[config.mk]
export PLATFORM = sky130hd
export DESIGN_NAME = gf8_operand_sequencer
export DESIGN_NICKNAME = d
export VERILOG_FILES = /design/src/rtl/gf8_operand_sequencer.sv
export SDC_FILE = /design/constraint.sdc
export NUM_CORES = 1
export LEC_CHECK = 0
export ABC_AREA = 1
export ABC_CLOCK_PERIOD_IN_PS = 6400
export CAP_MARGIN = 15
export CORE_AREA = 2 2 123 125
export CTS_BUF_LIST = sky130_fd_sc_hd__clkbuf_8
export DETAILED_ROUTE_END_ITERATION = 10
export DIE_AREA = 0 0 125 127
export PLACE_DENSITY = 0.83
export SLEW_MARGIN = 15
export SYNTH_ARGS = -nofsm -noshare
export SYNTH_HDL_FRONTEND = slang
export SYNTH_SLANG_ARGS = --single-unit
[constraint.sdc]
create_clock -name clk -period 6.4 [get_ports clk]
set_clock_uncertainty 0.05 [all_clocks]
set_input_delay 0.64 -clock clk [delete_from_list [all_inputs] [get_ports clk]]
set_output_delay 0.64 -clock clk [all_outputs]
set_load 0.02 [all_outputs]
[src/rtl/gf8_operand_sequencer.sv]
// Operand feeder for a GF(2^8) 4-term matrix-vector MAC: holds a 4x4 matrix M
// and a 4-element vector V, then streams (M[r][c], V[c]) row-major, one pair per clock.
module gf8_operand_sequencer #(
  parameter int unsigned W = 8,
  parameter int unsigned N = 4
) (
  input  logic         clk,
  input  logic         reset,
  input  logic         wr_en,
  input  logic         wr_sel,
  input  logic [3:0]   wr_addr,
  input  logic [W-1:0] wr_data,
  input  logic         start,
  output logic         busy,
  output logic         done,
  output logic [W-1:0] a_out,
  output logic [W-1:0] b_out,
  output logic         op_valid,
  output logic         op_first,
  output logic         op_last,
  output logic [1:0]   row_idx
);

  localparam int unsigned TW       = 4;
  localparam int unsigned NTERMS   = N * N;
  localparam logic [TW-1:0] T_LAST = TW'(NTERMS - 1);

  typedef enum logic [1:0] {
    S_IDLE = 2'd0,
    S_RUN  = 2'd1,
    S_DONE = 2'd2
  } state_t;

  state_t        state, state_d;
  logic [TW-1:0] cnt, cnt_d;
  logic [W-1:0]  mat [NTERMS];
  logic [W-1:0]  vec [N];

  logic          wr_m, wr_v;
  logic [W-1:0]  a_d, b_d;
  logic          valid_d, first_d, last_d, done_d;
  logic [1:0]    row_d;

  // Busy is a pure decode of the state register.
  assign busy = (state != S_IDLE);

  // State and term counter registers.
  always_ff @(posedge clk or posedge reset) begin
    if (reset) begin
      state <= S_IDLE;
      cnt   <= '0;
    end else begin
      state <= state_d;
      cnt   <= cnt_d;
    end
  end

  // Next-state, write enables and next operand values.
  always_comb begin
    state_d = state;
    cnt_d   = cnt;
    wr_m    = 1'b0;
    wr_v    = 1'b0;
    a_d     = '0;
    b_d     = '0;
    valid_d = 1'b0;
    first_d = 1'b0;
    last_d  = 1'b0;
    row_d   = '0;
    done_d  = 1'b0;
    unique case (state)
      S_IDLE: begin
        // A write on the start edge commits before the first operand read.
        wr_m = wr_en & ~wr_sel;
        wr_v = wr_en &  wr_sel;
        if (start) begin
          state_d = S_RUN;
          cnt_d   = '0;
        end
      end
      S_RUN: begin
        a_d     = mat[cnt];
        b_d     = vec[cnt[1:0]];
        valid_d = 1'b1;
        first_d = (cnt[1:0] == 2'd0);
        last_d  = (cnt[1:0] == 2'd3);
        row_d   = cnt[3:2];
        if (cnt == T_LAST) begin
          state_d = S_DONE;
          cnt_d   = '0;
        end else begin
          cnt_d = cnt + TW'(1);
        end
      end
      S_DONE: begin
        done_d  = 1'b1;
        state_d = S_IDLE;
      end
      default: begin
        state_d = S_IDLE;
        cnt_d   = '0;
      end
    endcase
  end

  // Matrix and vector storage; persists across runs until overwritten or reset.
  always_ff @(posedge clk or posedge reset) begin
    if (reset) begin
      for (int unsigned i = 0; i < NTERMS; i++) mat[i] <= '0;
      for (int unsigned i = 0; i < N; i++)      vec[i] <= '0;
    end else begin
      if (wr_m) mat[wr_addr]      <= wr_data;
      if (wr_v) vec[wr_addr[1:0]] <= wr_data;
    end
  end

  // Registered operand stream and framing outputs.
  always_ff @(posedge clk or posedge reset) begin
    if (reset) begin
      a_out    <= '0;
      b_out    <= '0;
      op_valid <= 1'b0;
      op_first <= 1'b0;
      op_last  <= 1'b0;
      row_idx  <= '0;
      done     <= 1'b0;
    end else begin
      a_out    <= a_d;
      b_out    <= b_d;
      op_valid <= valid_d;
      op_first <= first_d;
      op_last  <= last_d;
      row_idx  <= row_d;
      done     <= done_d;
    end
  end

endmodule

==> results of run 1 <==
[area by class of cell]
type                            count  area (sq um)  area share [%]
Tap cell                          184           230            2.50
Sequential cell                   188          4710            51.1
Inverter                           67           270            2.93
Timing Repair Buffer               45           435            4.73
Clock buffer                       18           248            2.69
Multi-Input combinational cell    689          3170            34.4
Clock inverter                     14           155            1.68
[logic make-up (layout without fill, tap and decap cells)]
kind of cell	after synthesis	count (layout)	synth area share [%]
buffers and inverters	135	144	7.33
adders and majority gates	2	2	0.294
and+or+nand+nor	455	455	22.6
AOI/OAI and AO/OA	232	232	14.4
DFF	188	188	55.4
[routing by layer]
layer | track usage (%) | up-vias | part of all wire, %
met2 | 41.1 | 241 | 46
met5 | 0 | - | 0
li1 | - | 3239 | -
met4 | 8.10 | 0 | 1.4
met1 | 38.4 | 3266 | 46
met3 | 6.78 | 25 | 7.3
[worst register-to-register path: stages (launching register included)]
cell      delay (ns)
dfrtp_1         0.88
clkinv_1        0.84
nand3_1         0.39
nand3_1         0.15
a21oi_1         0.16
[cell usage in the layout, fill, tap and decap left out, drive strengths merged]
cell / n
a21oi: 14
buf: 6
bufinv: 4
clkbuf: 18
clkdlybuf4s50: 39
clkinv: 10
clkinvlp: 1
dfrtp: 188
ha: 2
inv: 66
nand2: 307
nand3: 60
nand4: 5
nor2: 80
nor3: 3
o211ai: 12
o21ai: 206
[stage by stage]
step / total power [mW] / hold slack [ns] / cells
finish: 3.83 / 0.421 / 1205
global route: 4.09 / 0.437 / 1205
CTS: 3.82 / 0.417 / 1205
detailed placement: 3.02 / 0.403 / 1173
global placement: 2.98 / 0.398 / 1173
floorplan: 2.59 / 0.391 / 1012
[registers in the layout, summed over array words and instances (netlist names)]
signal and flops:
mat 128, vec 32, a_out 8, b_out 8, cnt 4, row_idx 2, state 2, done 1
op_first 1, op_last 1, op_valid 1
[worst max path at each step]
stage	slack, ns	cells after the start	end
5_1_grt	3.70	9	a_out[4]
4_1_cts	3.90	4	a_out[3]
6_report	3.85	4	a_out[3]
3_3_place_gp	3.85	3	mat[96]
3_5_place_dp	3.84	3	mat[125]
2_1_floorplan	0.60	1	a_out[0]
[power by group]
part	internal (mW)	switching, mW
clock	0.390	0.412
sequential	1.48	0.164
combinational	0.481	0.906
==> out/qor.yml, run 1 <==
grt:
  grt.overflow.total: 0
  antenna_found_initial: 0
  grt_usage_pct: 26.8
  grt_pass1_vias: 6440
  grt_pass1_wl_um: 33400
  grt_max_degree: 93
critical_path:
  critPathBufInv: 1
  reg2reg_slack_ns: 3.85
  reg2regPathDepth: 4
  cpMostUsedCell: "nand3_1"
  slowest_stage: "dfrtp_1"
  arrival_ns: 2.91
  crit_family: "flip-flops"
  cp-end-kind: "flip-flop"
  worstPathCellList: "clkinv_1 -> nand3_1 -> nand3_1 -> a21oi_1"
  criticalPathCategory: "flip-flop to flip-flop"
  r2r_end: "a_out[3]"
  cp.required_ns: 6.75
  crit_fanout: 20
  start_kind: "flip-flop"
  critPathMaxStageDelay_ns: 0.88
  crit_path_start: "cnt[2]"
  r2r-start: "cnt[2]"
synthesis:
  ys.flop_type: "dfrtp_1"
  ys_top_cells_by_area: "dfrtp_1, nand2_1, o21ai_0"
  ys_warn_count: 0
  netlist.area_leader.share_pct: 55.4
  synth_cell_types: 26
  syn_inst: 1012
  async_reset_ff_share_pct: 100
  synth_area_leader_cell: "dfrtp_1"
  synth_edf_count: 0
  yosysMostFrequentCell: "nand2_1"
  ys_ff_latch: 188
  synth_seq_area_share_pct: 55.4
  synth_commonest_cells: "nand2_1, dfrtp_1, o21ai_0"
  syn_area_per_cell_sq_um: 8.40
  synthesis.nets: 1031
  syn-cell-area_sq_um: 8500
placed_design:
  numPortBuffers: 39
  hpwl_um: 11600
  placed_area_sq_um: 8810
  place_worst_setup_slack_ns: 3.84
  routabilityCongestion: 0.840
hold_path:
  hold_start: "state[0]"
  hp-class: "flip-flop to flip-flop"
  holdPathStages: 1
  min_to: "done"
flow_run:
  cap_violations: 0
floorplan:
  die_w_um: 125
  io_pins: 40
  dieArea_sq_um: 15900
  num_rows: 44
  core_sq_um: 14400
  die_y_um: 127
  start_util_pct: 58.9
timing:
  period_minus_slack_ns: 2.55
  hold_violations: 0
  fmaxAchievable_mhz: 392
  fin_setup_tns_ns: 0
  fin_crit_sh_pct: 39.9
  setup_viol: 0
  worst_pin_slew_ns: 0.947
  relSlewSlack_pct: 36.8
  drv_slew: 0
  setup_ws_ns: 3.85
  rsz0062_at_grt: "false"
finish:
  area_growth_pct: 8.44
  utilization_pct: 63.9
  drive_gt1_share_pct: 7.15
  num_antenna_cells: 0
  final_area_sq_um: 9220
  fin_nets: 1027
  n_fill_cell: 1209
drt:
  drc: 0
  drt_iter0_markers: 747
  vias: 6771
  drt_pass1_iterations: 6
  wire_per_inst_um: 16.5
  antenna_left: 0
  routed_wl_um: 19800
  drt-vias-per-instance: 5.62
clock_tree:
  cts_tree: "yes"
  clkTransAtPathRegs_ns: 0.10
  cts.sinks: 188
  htreeDepth: 4
  root_buffer: "clkbuf_8"
  cts_setup_buffers: 0
  cts_resized: 0
  hold_buffers: 0
  numCtsBuffers: 17
  cts_buffer_depth: 2
  clock_latency_ns: 0.48
run_status:
  status: "finished clean"
power_and_ir_drop:
  powerDensity_nw_per_um2: 416
  vdd_drop_max_mv: 0.239
  leakage_nw: 4.34
Note: power is estimated with default switching activity, not from simulation.
==> run 2, diff against run 1 <==
--- a/config.mk
+++ b/config.mk
@@ -6,7 +6,7 @@
 export NUM_CORES = 1
 export LEC_CHECK = 0
 export ABC_AREA = 1
-export ABC_CLOCK_PERIOD_IN_PS = 6400
+export ABC_CLOCK_PERIOD_IN_PS = 2400
 export CAP_MARGIN = 15
 export CORE_AREA = 2 2 123 125
 export CTS_BUF_LIST = sky130_fd_sc_hd__clkbuf_8
==> constraint.sdc (replaced) <==
create_clock -name clk -period 2.4 [get_ports clk]
set_clock_uncertainty 0.05 [all_clocks]
set_input_delay 0.24 -clock clk [delete_from_list [all_inputs] [get_ports clk]]
set_output_delay 0.24 -clock clk [all_outputs]
set_load 0.02 [all_outputs]
==> out/qor.yml, run 2 (synthesis gave the netlist of run 1 again) <==
grt:
  grt_max_degree: 74  # was 93
  antenna_found_initial: 0  # unchanged
  grt_pass1_wl_um: 33600  # was 33400 um
  grt.overflow.total: 0  # unchanged
  grt_pass1_vias: 6446  # was 6440
  grt_usage_pct: 26.9  # was 26.8%
power_and_ir_drop:
  p_int_mw: 6.12  # was 2.35 mW
  clkPwrFrac_pct: 19.8  # was 21.0%
  p_sw_share_pct: 40.0  # was 38.7%
  p_sw_mw: 4.07  # was 1.48 mW
  finalPower_mw: 10.2  # was 3.83 mW
  leakage_nw: 4.37  # was 4.34 nW
  share_comb_of_total_power_pct: 37.8  # was 36.2%
  powerDensity_nw_per_um2: 1090  # was 416 nW/um^2
  vdd_drop_max_mv: 0.703  # was 0.239 mV
  seqPwrFrac_pct: 42.4  # was 42.8%
clock_tree:
  clock_latency_ns: 0.48  # about the same
  cts_setup_buffers: 0  # unchanged
  cts_buffer_depth: 2  # unchanged
  hold_buffers: 0  # unchanged
  htreeDepth: 4  # unchanged
  root_buffer: "clkbuf_8"  # unchanged
  numCtsBuffers: 17  # unchanged
  clkTransAtPathRegs_ns: 0.10  # about the same
  cts_tree: "yes"  # unchanged
  cts_resized: 0  # unchanged
  cts.sinks: 188  # unchanged
placed_design:
  numPortBuffers: 39  # unchanged
  placed_area_sq_um: 8960  # was 8810 sq um
  placed_cells: 1186  # was 1173
  hpwl_um: 12400  # was 11600 um
  routabilityCongestion: 0.822  # was 0.840
finish:
  final_common_cell: "nand2_1"  # unchanged
  area_growth_pct: 9.84  # was 8.44%
  instances_no_fill: 1218  # was 1205
  fin_nets: 1040  # was 1027
  max_flop_register: "mat"  # unchanged
  final_area_sq_um: 9330  # was 9220 sq um
  num_antenna_cells: 0  # unchanged
  drive_gt1_share_pct: 8.61  # was 7.15%
  most-common-layout-cells: "nand2_1, dfrtp_1, o21ai_0"  # unchanged
  largest_registers: "mat: 128 flops, vec: 32 flops"  # unchanged
  largest_register_ffs: 128  # unchanged
  utilization_pct: 64.7  # was 63.9%
drt:
  drt-vias-per-instance: 5.63  # was 5.62
  drc: 0  # unchanged
  vias: 6860  # was 6771
  drt_pass1_iterations: 6  # unchanged
  drt_iter0_markers: 810  # was 747
  wire_per_inst_um: 16.6  # was 16.5 um
  routed_wl_um: 20200  # was 19800 um
  antenna_left: 0  # unchanged
floorplan:
  die_w_um: 125  # unchanged
  io_pins: 40  # unchanged
  start_util_pct: 58.9  # unchanged
  core_sq_um: 14400  # unchanged
  die_y_um: 127  # unchanged
  dieArea_sq_um: 15900  # unchanged
  num_rows: 44  # unchanged
critical_path:
  reg2regPathDepth: 4  # unchanged
  cp.required_ns: 2.11  # was 6.75 ns
  start_kind: "flip-flop"  # unchanged
  reg2reg_slack_ns: 0.56  # was 3.85 ns
  r2r_end: "a_out[5]"  # was a_out[3]
  r2r-start: "cnt[2]"  # unchanged
  cp-end-kind: "output port"  # was flip-flop
  crit_fanout: 4  # was 20
  criticalPathCategory: "flip-flop to output port"  # was flip-flop to flip-flop
  crit_path_start: "state[1]"  # was cnt[2]
  arrival_ns: 1.74  # was 2.91 ns
timing:
  rsz0062_at_grt: "false"  # unchanged
  setup_viol: 0  # unchanged
  fmaxAchievable_mhz: 493
  drv_slew: 0  # unchanged
  fin_setup_tns_ns: 0  # unchanged
  period_minus_slack_ns: 2.03
  fin_crit_sh_pct: 84.5
  relSlewSlack_pct: 49.5  # was 36.8%
  worst_pin_slew_ns: 0.757  # was 0.947 ns
  hold_violations: 0  # unchanged
hold_path:
  hp-class: "input port to async pin"  # was flip-flop to flip-flop
run_status:
  status: "finished clean"  # unchanged
flow_run:
  cap_violations: 0  # unchanged
## run 2: cell types whose count changed in the layout (fill, tap and decap cells not counted)
cell,previous run,this run
buf_12,0,4
buf_4,6,15
bufinv_16,3,1
clkbuf_8,18,17
clkinv_2,4,1
clkinvlp_4,1,7
inv_1,64,61
inv_6,0,3
## run 2: layout make-up
class | instances | area [sq um]
inverter | 67 | 269
tap | 184 | 230
clock inverter | 15 | 141
fill | 1189 | 5090
sequential | 188 | 4710
multi-input combinational | 689 | 3170
timing repair buffer | 58 | 583
clock buffer | 17 | 234
## run 2: how the worst max path moves through the flow
stage,cells after the start,to
2_1_floorplan,1,a_out[0]
3_3_place_gp,6,mat[44]
3_5_place_dp,5,mat[22]
4_1_cts,3,busy
5_1_grt,3,busy
6_report,3,busy
## run 2: worst max-delay path, stage by stage, from the launching register on
cell and delay, ns:
dfrtp_1 0.44, nor2_2 0.17, inv_1 0.11, clkdlybuf4s50_1 0.54
## run 2: per-stage QoR
step	hold slack, ns	setup slack, ns
floorplan	0.351	-0.310
global placement	0.401	0.331
detailed placement	0.414	0.309
CTS	0.0550	0.340
global route	0.0790	0.281
finish	0.0529	0.372
## run 2: power groups by stage
stage	registers (mW)	logic (mW)	clock network [mW]
floorplan	4.46	2.45	0
global placement	4.35	3.70	0
detailed placement	4.37	3.79	0
CTS	4.32	3.81	2.03
global route	4.41	4.28	2.15
finish	4.33	3.85	2.01
## run 2: routing by layer
metal | wire, um | part of all wire, % | vias to the layer above | track usage (%)
met4 | 311 | 1.5 | 0 | 8.50
li1 | - | - | 3275 | -
met5 | 0 | 0 | - | 0
met2 | 9330 | 46 | 276 | 41.7
met1 | 9170 | 45 | 3286 | 39.5
met3 | 1420 | 7.0 | 23 | 4.48
